## config.mk

```make
export PLATFORM = sky130hd
export DESIGN_NAME = fetch_sequencer_flat
export DESIGN_NICKNAME = d
export VERILOG_FILES = /design/src/rtl/cpu_pkg.sv /design/src/rtl/fetch_sequencer_if.sv /design/src/rtl/fetch_sequencer_next_pc_calc.sv /design/src/rtl/fetch_sequencer.sv /design/src/flat_wrapper.sv
export SDC_FILE = /design/constraint.sdc
export NUM_CORES = 1
export LEC_CHECK = 0
export CAP_MARGIN = 20
export CORE_MARGIN = 8
export CORE_UTILIZATION = 50
export CTS_BUF_LIST = sky130_fd_sc_hd__clkbuf_8
export CTS_CLUSTER_DIAMETER = 60
export DETAILED_ROUTE_END_ITERATION = 8
export MAX_ROUTING_LAYER = met4
export PLACE_DENSITY = 0.85
export REMOVE_ABC_BUFFERS = 1
export SLEW_MARGIN = 5
export SYNTH_ARGS = -nofsm -noshare
export SYNTH_HDL_FRONTEND = slang
export SYNTH_HIERARCHICAL = 1
export SYNTH_SLANG_ARGS = --single-unit
```

## constraint.sdc

```tcl
create_clock -name clk -period 4.22 [get_ports clk]
set_clock_uncertainty 0.05 [all_clocks]
set_input_delay 0.422 -clock clk [delete_from_list [all_inputs] [get_ports clk]]
set_output_delay 0.422 -clock clk [all_outputs]
set_load 0.02 [all_outputs]
```

## src/rtl/cpu_pkg.sv

```systemverilog
// Shared CPU constants: opcodes (identical to the control decoder's),
// fetch sequencer state encoding, and a branch-offset helper.
package cpu_pkg;

  localparam logic [5:0] OP_RTYPE = 6'b000000;
  localparam logic [5:0] OP_J     = 6'b000010;
  localparam logic [5:0] OP_BEQ   = 6'b000100;
  localparam logic [5:0] OP_BNE   = 6'b000101;
  localparam logic [5:0] OP_STALL = 6'b000110;
  localparam logic [5:0] OP_ADDI  = 6'b001000;
  localparam logic [5:0] OP_ANDI  = 6'b001100;
  localparam logic [5:0] OP_LW    = 6'b100011;
  localparam logic [5:0] OP_SW    = 6'b101011;
  localparam logic [5:0] OP_NOP   = 6'b111111;

  typedef enum logic {
    FETCH = 1'b0,
    ISSUE = 1'b1
  } fetch_state_e;

  // Word-aligned, sign-extended branch displacement.
  function automatic logic [31:0] branch_offset(input logic [15:0] imm);
    return {{14{imm[15]}}, imm, 2'b00};
  endfunction

endpackage

```

## src/rtl/fetch_sequencer_if.sv

```systemverilog
// Instruction-memory fetch bus.
//   imem_req   : fetch request, held until imem_ready
//   imem_addr  : byte address of the fetch
//   imem_ready : response strobe, imem_rdata valid in that cycle
//   imem_rdata : fetched instruction word
// master = sequencer side, slave = memory agent side.
interface fetch_sequencer_if;
  logic        imem_req;
  logic [31:0] imem_addr;
  logic        imem_ready;
  logic [31:0] imem_rdata;

  modport master (output imem_req, imem_addr, input  imem_ready, imem_rdata);
  modport slave  (input  imem_req, imem_addr, output imem_ready, imem_rdata);
endinterface

```

## src/rtl/fetch_sequencer_next_pc_calc.sv

```systemverilog
// Combinational next-PC selection.
//   pc, instr                     : current instruction and its address
//   jump, branch_on_eq/neq, zero  : decoder controls and ALU flag
//   next_pc                       : jump target, branch target or pc+4
// Decoder branch controls are re-qualified by opcode because the decoder
// raises branch_on_eq for non-branch opcodes as well. Jump wins over branch.
module next_pc_calc
  import cpu_pkg::*;
(
  input  logic [31:0] pc,
  input  logic [31:0] instr,
  input  logic        jump,
  input  logic        branch_on_eq,
  input  logic        branch_on_neq,
  input  logic        zero,
  output logic [31:0] next_pc
);

  logic [5:0]  op;
  logic [31:0] pc4, br_target, jmp_target;
  logic        take_jump, take_br;

  assign op         = instr[31:26];
  assign pc4        = pc + 32'd4;
  assign br_target  = pc4 + branch_offset(instr[15:0]);
  assign jmp_target = {pc4[31:28], instr[25:0], 2'b00};
  assign take_jump  = jump && (op == OP_J);
  assign take_br    = ((op == OP_BEQ) && branch_on_eq  &&  zero) ||
                      ((op == OP_BNE) && branch_on_neq && !zero);

  always_comb begin
    next_pc = pc4;
    if (take_jump)    next_pc = jmp_target;
    else if (take_br) next_pc = br_target;
  end

endmodule

```

## src/rtl/fetch_sequencer.sv

```systemverilog
// Non-pipelined instruction fetch / next-PC sequencer.
//   clk, rst       : clock, synchronous active-high reset
//   imem           : fetch bus (master)
//   instr/opcode/funct, instr_valid : instruction issued to decoder/datapath
//   ex_done, zero  : datapath completion and ALU zero flag
//   branch_on_eq/branch_on_neq/jump : decoder controls
//   hold           : freeze all state (imem_req keeps its value)
//   pc, instret    : current instruction address, retired count
// One instruction in flight: FETCH until imem_ready, ISSUE until retire.
module fetch_sequencer
  import cpu_pkg::*;
#(
  parameter logic [31:0] RESET_PC     = 32'h0000_0000,
  parameter int unsigned STALL_CYCLES = 4
) (
  input  logic                clk,
  input  logic                rst,
  fetch_sequencer_if.master   imem,
  output logic [31:0]         instr,
  output logic                instr_valid,
  output logic [5:0]          opcode,
  output logic [5:0]          funct,
  input  logic                ex_done,
  input  logic                zero,
  input  logic                branch_on_eq,
  input  logic                branch_on_neq,
  input  logic                jump,
  input  logic                hold,
  output logic [31:0]         pc,
  output logic [31:0]         instret
);

  localparam logic [7:0] STALL_LAST = 8'(STALL_CYCLES);

  fetch_state_e state;
  logic [7:0]   stall_cnt;
  logic [31:0]  next_pc;
  logic         retire;

  assign opcode         = instr[31:26];
  assign funct          = instr[5:0];
  assign imem.imem_addr = pc;

  next_pc_calc u_next_pc (
    .pc            (pc),
    .instr         (instr),
    .jump          (jump),
    .branch_on_eq  (branch_on_eq),
    .branch_on_neq (branch_on_neq),
    .zero          (zero),
    .next_pc       (next_pc)
  );

  // Retire condition while issuing; stall_cnt already reads 1 in the first
  // ISSUE cycle of a STALL, so it holds exactly STALL_CYCLES cycles.
  always_comb begin
    retire = 1'b0;
    case (opcode)
      OP_NOP:   retire = 1'b1;
      OP_STALL: retire = (stall_cnt == STALL_LAST);
      default:  retire = ex_done;
    endcase
  end

  always_ff @(posedge clk) begin
    if (rst) begin
      state         <= FETCH;
      pc            <= RESET_PC;
      instr         <= '0;
      instr_valid   <= 1'b0;
      imem.imem_req <= 1'b0;
      stall_cnt     <= '0;
      instret       <= '0;
    end else if (!hold) begin
      case (state)
        FETCH: begin
          // req comes up one cycle after reset; afterwards retire re-arms it
          if (!imem.imem_req) begin
            imem.imem_req <= 1'b1;
          end else if (imem.imem_ready) begin
            instr         <= imem.imem_rdata;
            instr_valid   <= 1'b1;
            imem.imem_req <= 1'b0;
            stall_cnt     <= (imem.imem_rdata[31:26] == OP_STALL) ? 8'd1 : 8'd0;
            state         <= ISSUE;
          end
        end
        ISSUE: begin
          if (retire) begin
            pc            <= next_pc;
            instret       <= instret + 32'd1;
            instr_valid   <= 1'b0;
            stall_cnt     <= '0;
            imem.imem_req <= 1'b1;
            state         <= FETCH;
          end else if (opcode == OP_STALL) begin
            stall_cnt <= stall_cnt + 8'd1;
          end
        end
        default: state <= FETCH;
      endcase
    end
  end

endmodule
```

## src/flat_wrapper.sv

```systemverilog
// flat-port wrapper written by rule: the top's interface ports become plain ports
module fetch_sequencer_flat import cpu_pkg::*;
#(
  parameter logic [31:0] RESET_PC     = 32'h0000_0000,
  parameter int unsigned STALL_CYCLES = 4
)
  (clk, rst, instr, instr_valid, opcode, funct, ex_done, zero, branch_on_eq, branch_on_neq, jump, hold, pc, instret, imem_imem_req, imem_imem_addr, imem_imem_ready, imem_imem_rdata);
  fetch_sequencer_if imem_i ();
  input  logic clk;
  input  logic rst;
  output logic [31:0] instr;
  output logic instr_valid;
  output logic [5:0] opcode;
  output logic [5:0] funct;
  input  logic ex_done;
  input  logic zero;
  input  logic branch_on_eq;
  input  logic branch_on_neq;
  input  logic jump;
  input  logic hold;
  output logic [31:0] pc;
  output logic [31:0] instret;
  output wire logic [$bits(imem_i.imem_req)-1:0] imem_imem_req;
  output wire logic [$bits(imem_i.imem_addr)-1:0] imem_imem_addr;
  input wire logic [$bits(imem_i.imem_ready)-1:0] imem_imem_ready;
  input wire logic [$bits(imem_i.imem_rdata)-1:0] imem_imem_rdata;
  assign imem_imem_req = imem_i.imem_req;
  assign imem_imem_addr = imem_i.imem_addr;
  assign imem_i.imem_ready = imem_imem_ready;
  assign imem_i.imem_rdata = imem_imem_rdata;
  fetch_sequencer #(.RESET_PC(RESET_PC), .STALL_CYCLES(STALL_CYCLES)) u_core (.clk(clk), .rst(rst), .imem(imem_i), .instr(instr), .instr_valid(instr_valid), .opcode(opcode), .funct(funct), .ex_done(ex_done), .zero(zero), .branch_on_eq(branch_on_eq), .branch_on_neq(branch_on_neq), .jump(jump), .hold(hold), .pc(pc), .instret(instret));
endmodule
```

==> summary.md <==
| Metric | Value |
|---|---|
| CP endpoint | `u_core/imem.imem_addr[31]$_SDFFE_PP0P_` |
| Static Leak | `3.33 nW` |
| Avg Cell Area, Syn | `7.62 um^2` |
| GRT Overall Usage | `0.244` |
| Post-synth cell types | `76` |
| Pins Over Slew Limit | `0` |
| Worst setup EP type | `flop` |
| Setup crit start kind | `flop` |
| Status | `complete, no violations` |
| Area delta synth->final | `24.4%` |
| Die width | `140 um` |
| CTS tree | `built` |
| M2 GR Usage | `0.399` |
| Most Crowded Layer GR | `met2` |
| FF+latch count, synth | `107` |
| Vias in the first global route | `7626` |
| H-tree depth | `3` |
| CP required | `4.48 ns` |
| Row count | `45` |
| DR DRC count | `0` |
| Setup TNS | `0 ns` |
| # clock sinks | `107` |
| Initial DRC Count | `611` |
| Crit path launch | `u_core/imem.imem_addr[10]$_SDFFE_PP0P_` |
| Via/cell ratio | `6.27` |
| Total CTS buffers | `9` |
| Initial core utilization | `0.509` |
| IO Count | `183` |
| Seq/Total Area, Yosys | `0.278` |
| Util after Layout | `0.634` |
| Worst skew pair latency | `0.38 ns` |
| Reg2reg end | `u_core/imem.imem_addr[31]$_SDFFE_PP0P_` |
| HPWL Detailed | `17300 um` |
| Slew headroom | `0.292` |
| Worst Hold Class | `flop to flop` |
| Final Cycle Share | `0.914` |
| Proportion of layout cells with a drive suffix above 1 | `0.0677` |
| Met3 Track Usage GR | `0.0567` |
| Reg area | `0.00216 mm^2` |
| Max-cap viol count | `0` |
| Total power | `2.01 mW` |
| Number of synthesized flops with an enable pin | `0` |
| Maximum clock frequency | `259 MHz` |
| Yosys warnings | `6` |
| WL final | `24300 um` |
| P per Cell Area | `210 mW/mm^2` |
| Final ANT Viol Nets | `0` |
| Post-CTS Hold Buffers | `0` |
| First-pass DRT Iterations | `5` |
| Routability cong. | `1.03` |
| Crit path kind | `flop to flop` |
| CTS root buf | `clkbuf_8` |
| Multi-input gate area | `0.00489 mm^2` |
| VDD IR-drop max | `0.245 mV` |
| CORE AREA | `0.0151 mm^2` |
| Reg-to-reg slack, setup | `0.36 ns` |
| Die area | `0.0197 mm^2` |
| R2R Path Start | `u_core/imem.imem_addr[10]$_SDFFE_PP0P_` |
| Final nets | `1200` |
| Clk buf depth | `2` |
| Final Hold Viols | `0` |
| FILL cells | `1287` |
| FFs w/ async S/R, synth | `0` |
| Routed via count | `8215` |
| Critical-path maximum fanout | `8` |
| Global-route wire length before repair | `39000 um` |
| RSZ-0062 raised after global routing | `no` |
| Routed len/inst | `18.5 um` |
| Worst-path clk slew | `0.10 ns` |
| Port Buffers | `182` |
| Die Ht | `140 um` |
| # setup viols final | `0` |
| Cells after synthesis | `1012` |
| Worst EP arrival | `4.12 ns` |
| Pin count of the biggest net entering global routing | `68` |
| R2R cell count | `16` |
| Top FF cell, synth | `dfxtp_1` |
| # diodes | `0` |
| Cell Area, Synth | `0.00771 mm^2` |
| Remaining global-route overflow | `0` |
| Least-Margin Pin Slew | `1.06 ns` |
| Met1 usage | `0.290` |
| Initial antenna violation count | `0` |
| Final min period | `3.86 ns` |
[metrics by stage]
| stage | cells | setup WS (ns) | hold WS, ns | instance area (um^2) |
|---|---|---|---|---|
| after floorplan | 902 | 0.356 | 0.403 | 7080 |
| after global placement | 1293 | 0.449 | 0.411 | 9310 |
| after detailed placement | 1293 | 0.331 | 0.417 | 9310 |
| after CTS | 1308 | 0.189 | 0.430 | 9540 |
| after global routing | 1310 | 0.0228 | 0.461 | 9600 |
| final | 1310 | 0.362 | 0.430 | 9600 |
[power by group]
group          total, mW  internal (mW)  switching [mW]
Combinational      0.220         0.0924           0.128
Sequential          1.04           1.02          0.0186
Clock              0.752          0.389           0.363
Total               2.01           1.50           0.509
[kinds of logic after synthesis]
family | share of synthesized area
buf+inv | 0.0913
compound gates | 0.253
fa+ha+maj | 0.0675
flops | 0.278
mux | 0.00697
simple gates | 0.239
xor+xnor | 0.0647
[cells in the final DEF, fill, tap and decap left out, types with 3 or more instances in the layout]
| master | n |
|---|---|
| clkdlybuf4s50_1 | 181 |
| a21oi_1 | 135 |
| nand2_1 | 122 |
| dfxtp_1 | 98 |
| nand3_1 | 71 |
| o21ai_0 | 63 |
| ha_1 | 39 |
| xnor2_1 | 39 |
| nor2_1 | 37 |
| o31ai_1 | 29 |
| or4_1 | 25 |
| nand4_1 | 24 |
| buf_4 | 23 |
| inv_1 | 21 |
| xor2_1 | 18 |
| and3_1 | 15 |
| o22ai_1 | 15 |
| a21o_1 | 13 |
| a22oi_1 | 13 |
| nor3_1 | 10 |
| clkbuf_8 | 9 |
| or3_1 | 8 |
| dfxtp_2 | 8 |
| and2_1 | 7 |
| a31oi_1 | 5 |
| o21bai_1 | 5 |
| nor4_1 | 4 |
| and4_1 | 4 |
| bufinv_16 | 3 |
| o2111ai_1 | 3 |
| nor2b_1 | 3 |
| nand2b_1 | 3 |
| a211oi_1 | 3 |
[layout make-up]
cell class / count / area share
Tap cell: 188 / 0.0245
Sequential cell: 107 / 0.225
Clock inverter: 6 / 0.0111
Timing Repair Buffer: 205 / 0.210
Multi-Input combinational cell: 776 / 0.510
Inverter: 19 / 0.00743
Clock buffer: 9 / 0.0129
[critical path, cell delays in order, from the launching register on]
cell,delay (ns)
dfxtp_2,0.40
and3_4,0.22
nand2_1,0.10
nor3_1,0.31
and3_1,0.23
nand2_1,0.07
xnor2_1,0.15
ha_1,0.44
nand2_1,0.11
nor2_1,0.18
and4_1,0.21
a21oi_1,0.07
o21ai_1,0.19
mux4_2,0.51
a311oi_1,0.25
nand3_1,0.13
a21oi_1,0.16
[state kept, by name, indices dropped and copies added, names as in the netlist]
signal                 flops
u_core/imem.imem_addr     32
u_core/imem.imem_req       1
u_core/instr              32
u_core/instr_valid         1
u_core/instret            32
u_core/stall_cnt           8
u_core/state               1
[worst min-delay path by stage]
stage	start	to	cells after the start
2_1_floorplan	u_core/stall_cnt[7]$_SDFFE_PP0P_	u_core/stall_cnt[7]$_SDFFE_PP0P_	2
3_3_place_gp	u_core/instr[21]$_SDFFE_PP0P_	u_core/instr[21]$_SDFFE_PP0P_	2
3_5_place_dp	u_core/instr[22]$_SDFFE_PP0P_	u_core/instr[22]$_SDFFE_PP0P_	2
4_1_cts	u_core/instr[22]$_SDFFE_PP0P_	u_core/instr[22]$_SDFFE_PP0P_	2
5_1_grt	u_core/stall_cnt[7]$_SDFFE_PP0P_	u_core/stall_cnt[7]$_SDFFE_PP0P_	2
6_report	u_core/instr[21]$_SDFFE_PP0P_	u_core/instr[21]$_SDFFE_PP0P_	2
[synth_stat cells, types with 3 or more instances]
cell,count,share of area
a21oi_1,135,0.088
nand2_1,122,0.059
dfxtp_1,107,0.28
nand3_1,71,0.046
o21ai_0,63,0.041
clkbuf_1,53,0.026
buf_4,47,0.046
ha_1,40,0.065
xnor2_1,39,0.044
nor2_1,37,0.018
o31ai_1,29,0.028
or4_1,25,0.024
nand4_1,24,0.019
inv_1,19,0.0092
xor2_1,18,0.020
and3_1,17,0.014
o22ai_1,15,0.012
a21o_1,13,0.013
a22oi_1,13,0.013
nor3_1,11,0.0071
or3_1,8,0.0065
and2_1,7,0.0057
a31oi_1,5,0.0041
buf_6,5,0.0073
nor4_1,5,0.0041
o21bai_1,5,0.0049
and4_1,4,0.0045
nor2b_1,4,0.0032
a211oi_1,3,0.0029
clkbuf_2,3,0.0019
nand2b_1,3,0.0024
o2111ai_1,3,0.0034
[repair_timing]
item | in CTS | in global routing
setup buffers | 0 | 1
endpoints found under the hold margin | 0 | 0
endpoints found under the setup margin | 0 | 2
gates resized for setup | 0 | 13
[routing by layer]
layer | up-vias | part of all wire
met4 | 0 | 0.025
met3 | 46 | 0.074
met1 | 3931 | 0.42
met5 | - | 0
met2 | 355 | 0.48
li1 | 3883 | -
(Power assumes the default switching activity.)
==> RTL change 1 (same settings) <==
Reset style: asynchronous (`rst`), changed in one clocked block. Comments in the files are not updated.
--- a/src/rtl/fetch_sequencer.sv
+++ b/src/rtl/fetch_sequencer.sv
@@ -64,3 +64,3 @@
 
-  always_ff @(posedge clk) begin
+  always_ff @(posedge clk or posedge rst) begin
     if (rst) begin
Formal check against the unedited RTL: differs if rst is asserted again (counterexample within 4 cycles, from zero or initial values and one cycle with rst high); with rst held inactive, the same outputs for 4 cycles.
==> RTL change 1 against the original RTL <==
Cell area increased by 0.69%. Setup slack got worse by 77 ps. Global-route usage decreased by 2.5 points. Area after synthesis increased by 0.13%. Final cell count decreased by 15%. Routed wire length decreased by 13%. Sequential cell count unchanged. Largest cell class unchanged.
Power is left out: it rests on default switching activity, and per cell area and clock period it moved more than threefold.
==> RTL change 1: results (changes against the original RTL) <==
Parameter                              Value

Critical path
  Reg-to-reg setup timing slack    280 ps (-80 ps)
  CP startpoint    u_core/imem.imem_addr[13]
  Arrival time of data at the critical path endpoint    4230 ps (+110 ps)
  Maximum fanout count along the critical path    7 (-1)

Placed design
  Post-place instance area    9380 um2 (+0.75%)
  Post-DP HPWL    15.8 mm (-8.7%)
  Placed cells    1092 (-16%)
  Global placement routability congestion    1.01 (-2.3%)
  Port Buf Inserts    182 (unchanged)

Worst hold path
  Hold Path Origin    u_core/instret[31]

Clocking
  Clock latency at the later pin of the worst-skew pair    400 ps (+20 ps)
  Cell chosen for the clock root    clkbuf_8
  Clock tree buffer depth    2 (unchanged)

Final layout
  Final nets    1000 (-17%)
  Layout filler cell count    1187 (-7.8%)
  Layout cells sized above 1    0.160 (+0.0926)

Routing
  Via density per instance    5.91 (-5.8%)
  Number of search-and-repair iterations in the first detailed-routing pass    5 (unchanged)
  Routed wire length    21.2 mm (-13%)
  Iteration-0 DRC Markers    733 (+20%)
  DR WL/cell    19.1 um (+2.9%)

Synth
  Proportion of synthesized chip area in sequential cells    0.347 (+0.0690)
  Ranking of synthesized cells by area    dfrtp_1 35%, mux2_2 9.5%, xnor2_1 7.4%
  Syn Area/Cell    9.88 um2 (+30%)
  Number of unique standard cell types used by synthesis    77 (+1.3%)
  Top flip-flop cell by instance count after synthesis    dfrtp_1
  Top cells by instance count after synthesis    107 x dfrtp_1, 65 x mux2_2, 65 x xnor2_1
  Async set-reset flop share out of synthesis    1.00 (+1.00)

Timing
  Relative slew slack    0.306 (+0.0140)

Global routing
  Global-route wire length before repair    34.3 mm (-12%)
  Pin count of the biggest net entering global routing    71 (+4.4%)
  Number of global-route vias before repair    6521 (-14%)
  Global-route usage over all layers    0.219 (-0.0250)

Run status
  Outcome    finished, final reports clean
## RTL change 1: cell count changes in the layout (fill, tap and decap cells not counted), moves of 10 or more
cell,before,now
dfrtp_1,0,95
o31ai_1,29,4
a21oi_1,135,41
nand3_1,71,37
mux2_2,1,65
nand2_1,122,63
buf_4,23,13
xnor2_1,39,64
dfrtp_2,0,12
o21ai_0,63,26
dfxtp_1,98,0
or4_1,25,2
## RTL change 1: area by class of cell
cell class                      count  area [um2]  area share
Inverter                           16        62.6     0.00648
Sequential cell                   107        2690       0.279
Clock inverter                      7        81.3     0.00842
Tap cell                          188         235      0.0243
Multi-Input combinational cell    588        4530       0.469
Clock buffer                        9         124      0.0128
Timing Repair Buffer              196        1940       0.201
## RTL change 1: timing repair
action                     4_1_cts  5_1_grt
setup endpoints to repair        0        6
setup buffers                    0        3
gates resized for setup          0       22
## RTL change 1: kinds of logic after synthesis
logic type                 Yosys count  synth area share
and+or+nand+nor                    237             0.175
AOI/OAI and AO/OA                  158             0.140
DFF                                107             0.347
buffers and inverters               87            0.0739
xor gates and xnor gates            84            0.0962
muxes                               68             0.101
adders and majority gates           41            0.0674
## RTL change 1: stage by stage
stage	setup TNS (ps)	hold slack (ps)	setup slack, ps
2_1_floorplan	0	447	311
4_1_cts	0	455	128
3_3_place_gp	0	413	229
5_1_grt	-3.15	466	-3.09
3_5_place_dp	0	416	164
6_report	0	448	285
## RTL change 1: final timing paths
kind	endpoint	cells after the start
max	u_core/imem.imem_addr[31]	15
min	u_core/instret[31]	1
max reg2reg	u_core/imem.imem_addr[31]	15
min reg2reg	u_core/instret[31]	1
max in group asynchronous	u_core/imem.imem_addr[12]	3
min in group asynchronous	u_core/instr[31]	2
## RTL change 1: layer usage
layer | wire length [um] | vias up | global-route usage
li1 | - | 3103 | -
met1 | 9040 | 3165 | 0.269
met2 | 10300 | 269 | 0.356
met3 | 1520 | 27 | 0.0496
met4 | 320 | 0 | 0.0640
met5 | 0 | - | -
## RTL change 1: worst max-delay path, stage by stage (launching register included)
cell      delay (ps)
dfrtp_2          460
nand4_4          150
nor4_4           410
and3_2           310
nand4_1          140
xnor2_1          180
ha_2             410
nand2_1          150
o21ai_0          180
nand2b_1          70
a21boi_0         190
a31oi_1           60
o21ai_0          110
mux4_1           570
a311oi_1         240
mux2_2           180
==> RTL change 2 (same settings) <==
Made on the original files. One comparison of `stall_cnt` changes from == to >=.
--- a/src/rtl/fetch_sequencer.sv
+++ b/src/rtl/fetch_sequencer.sv
@@ -59,3 +59,3 @@
       OP_NOP:   retire = 1'b1;
-      OP_STALL: retire = (stall_cnt == STALL_LAST);
+      OP_STALL: retire = (stall_cnt >= STALL_LAST);
       default:  retire = ex_done;
Behaviour: no difference found for any inputs over 4 cycles, from zero or initial values and one cycle with rst high; that may be too few to reach the edited logic, so the function may still have changed.
==> RTL change 2 against the original RTL <==
Total power down 6.1%. Sequential cell count unchanged. Global-route usage down 0.51 points. Sequential power about the same. Non-clock buffer count unchanged. Setup slack worse by 100 ps. Count of clock-buffer cells in the layout unchanged. Area after synthesis up 0.41%. Cell area down 0.59%. Worst hold slack better by 2.4 ps. Routed wire length down 1.4%. Final cell count down 0.84%. Synthesized cell count down 1.5%. Largest cell class unchanged. Highest routed layer unchanged.
==> RTL change 2: results (changes against the original RTL) <==
Parameter                              Value

Critical path
  CP startpoint    u_core/imem.imem_addr[9]
  Arrival time of data at the critical path endpoint    4230 ps (+110 ps)
  Reg-to-reg setup timing slack    260 ps (-100 ps)
  Maximum fanout count along the critical path    9 (+1)

Power and ir drop
  Static leakage    3.39 nW (+1.8%)

Synth
  Proportion of synthesized chip area in sequential cells    0.277 (-0.00112)
  Top cells by instance count after synthesis    131 x a21oi_1, 120 x nand2_1, 107 x dfxtp_1
  Ranking of synthesized cells by area    dfxtp_1 28%, a21oi_1 8.5%, ha_1 6.5%
  Number of unique standard cell types used by synthesis    82 (+7.9%)
  Syn Area/Cell    7.77 um2 (+1.9%)

Worst hold path
  Hold Crit Endpoint    u_core/instr_valid
  Min-Delay Path Depth    1 (-1)

Routing
  Total met2 wirelength after detailed routing    11.9 mm (+1.1%)
  Routed metal-1 wire length    10.1 mm (-0.13%)
  Iteration-0 DRC Markers    544 (-11%)
  Routed wire length    24.0 mm (-1.4%)
  DR WL met3    1.49 mm (-17%)
  Via density per instance    6.11 (-2.6%)

Global routing
  GR Layer Usage met3    0.0438 (-0.0129)
  Met2 global-route usage    0.406 (+0.00689)
  Global-route wire length before repair    38.2 mm (-2.3%)
  Initial antenna violation count    1 (+1)
  Met1 layer usage reported by global route    0.282 (-0.00733)
  Number of global-route vias before repair    7498 (-1.7%)
  Global-route usage over all layers    0.239 (-0.00512)

Placed design
  Post-DP HPWL    16.9 mm (-2.3%)
  Pre-CTS WS    268 ps (-62.7 ps)
  Global placement routability congestion    0.950 (-7.9%)
  Placed cells    1281 (-0.93%)

Final layout
  Final cell count without fillers    1299 (-0.84%)

Run status
  Outcome    finished, final reports clean

Clocking
  Clock latency at the later pin of the worst-skew pair    400 ps (+20 ps)
## RTL change 2: cell count changes in the layout (fill, tap and decap cells not counted), moves of 6 or more
| cell | delta |
|---|---|
| dfxtp_2 | -7 |
| nor2b_1 | +7 |
| o31ai_1 | -8 |
| inv_1 | -6 |
| dfxtp_1 | +8 |
## RTL change 2: kinds of logic (layout without fill, tap and decap cells)
group / Yosys count / count (layout) / share of synthesized area
AND/OR/NAND/NOR: 354 / 354 / 0.239
AO/OA/AOI/OAI: 309 / 309 / 0.251
buffers and inverters: 123 / 236 / 0.0914
flip-flops: 107 / 107 / 0.277
XOR/XNOR: 55 / 55 / 0.0622
adder cells (fa/ha/maj): 41 / 41 / 0.0672
multiplexers: 8 / 8 / 0.0128
other: 0 / 1 / 0
## RTL change 2: layout make-up
| type | count | area, um2 |
|---|---|---|
| fillers | 1332 | 5610 |
| multi-input cells | 767 | 4910 |
| flip-flops and latches | 107 | 2140 |
| repair buffers | 205 | 2000 |
| well taps | 188 | 235 |
| clock buffers | 9 | 124 |
| clock inverters | 7 | 61.3 |
| inverters | 15 | 56.3 |
| diodes | 1 | 2.50 |
## RTL change 2: repair_timing
item                                   in CTS  in global routing
setup endpoints to repair                   0                  1
gates resized for setup                     0                  1
endpoints found under the hold margin       0                  0
## RTL change 2: power groups by stage
| stage | clock network (mW) | registers, mW | logic (mW) |
|---|---|---|---|
| floorplan | 0 | 1.07 | 0.0799 |
| global placement | 0 | 1.06 | 0.212 |
| detailed placement | 0 | 1.06 | 0.215 |
| CTS | 0.642 | 1.04 | 0.216 |
| global route | 0.686 | 1.04 | 0.236 |
| finish | 0.633 | 1.04 | 0.219 |
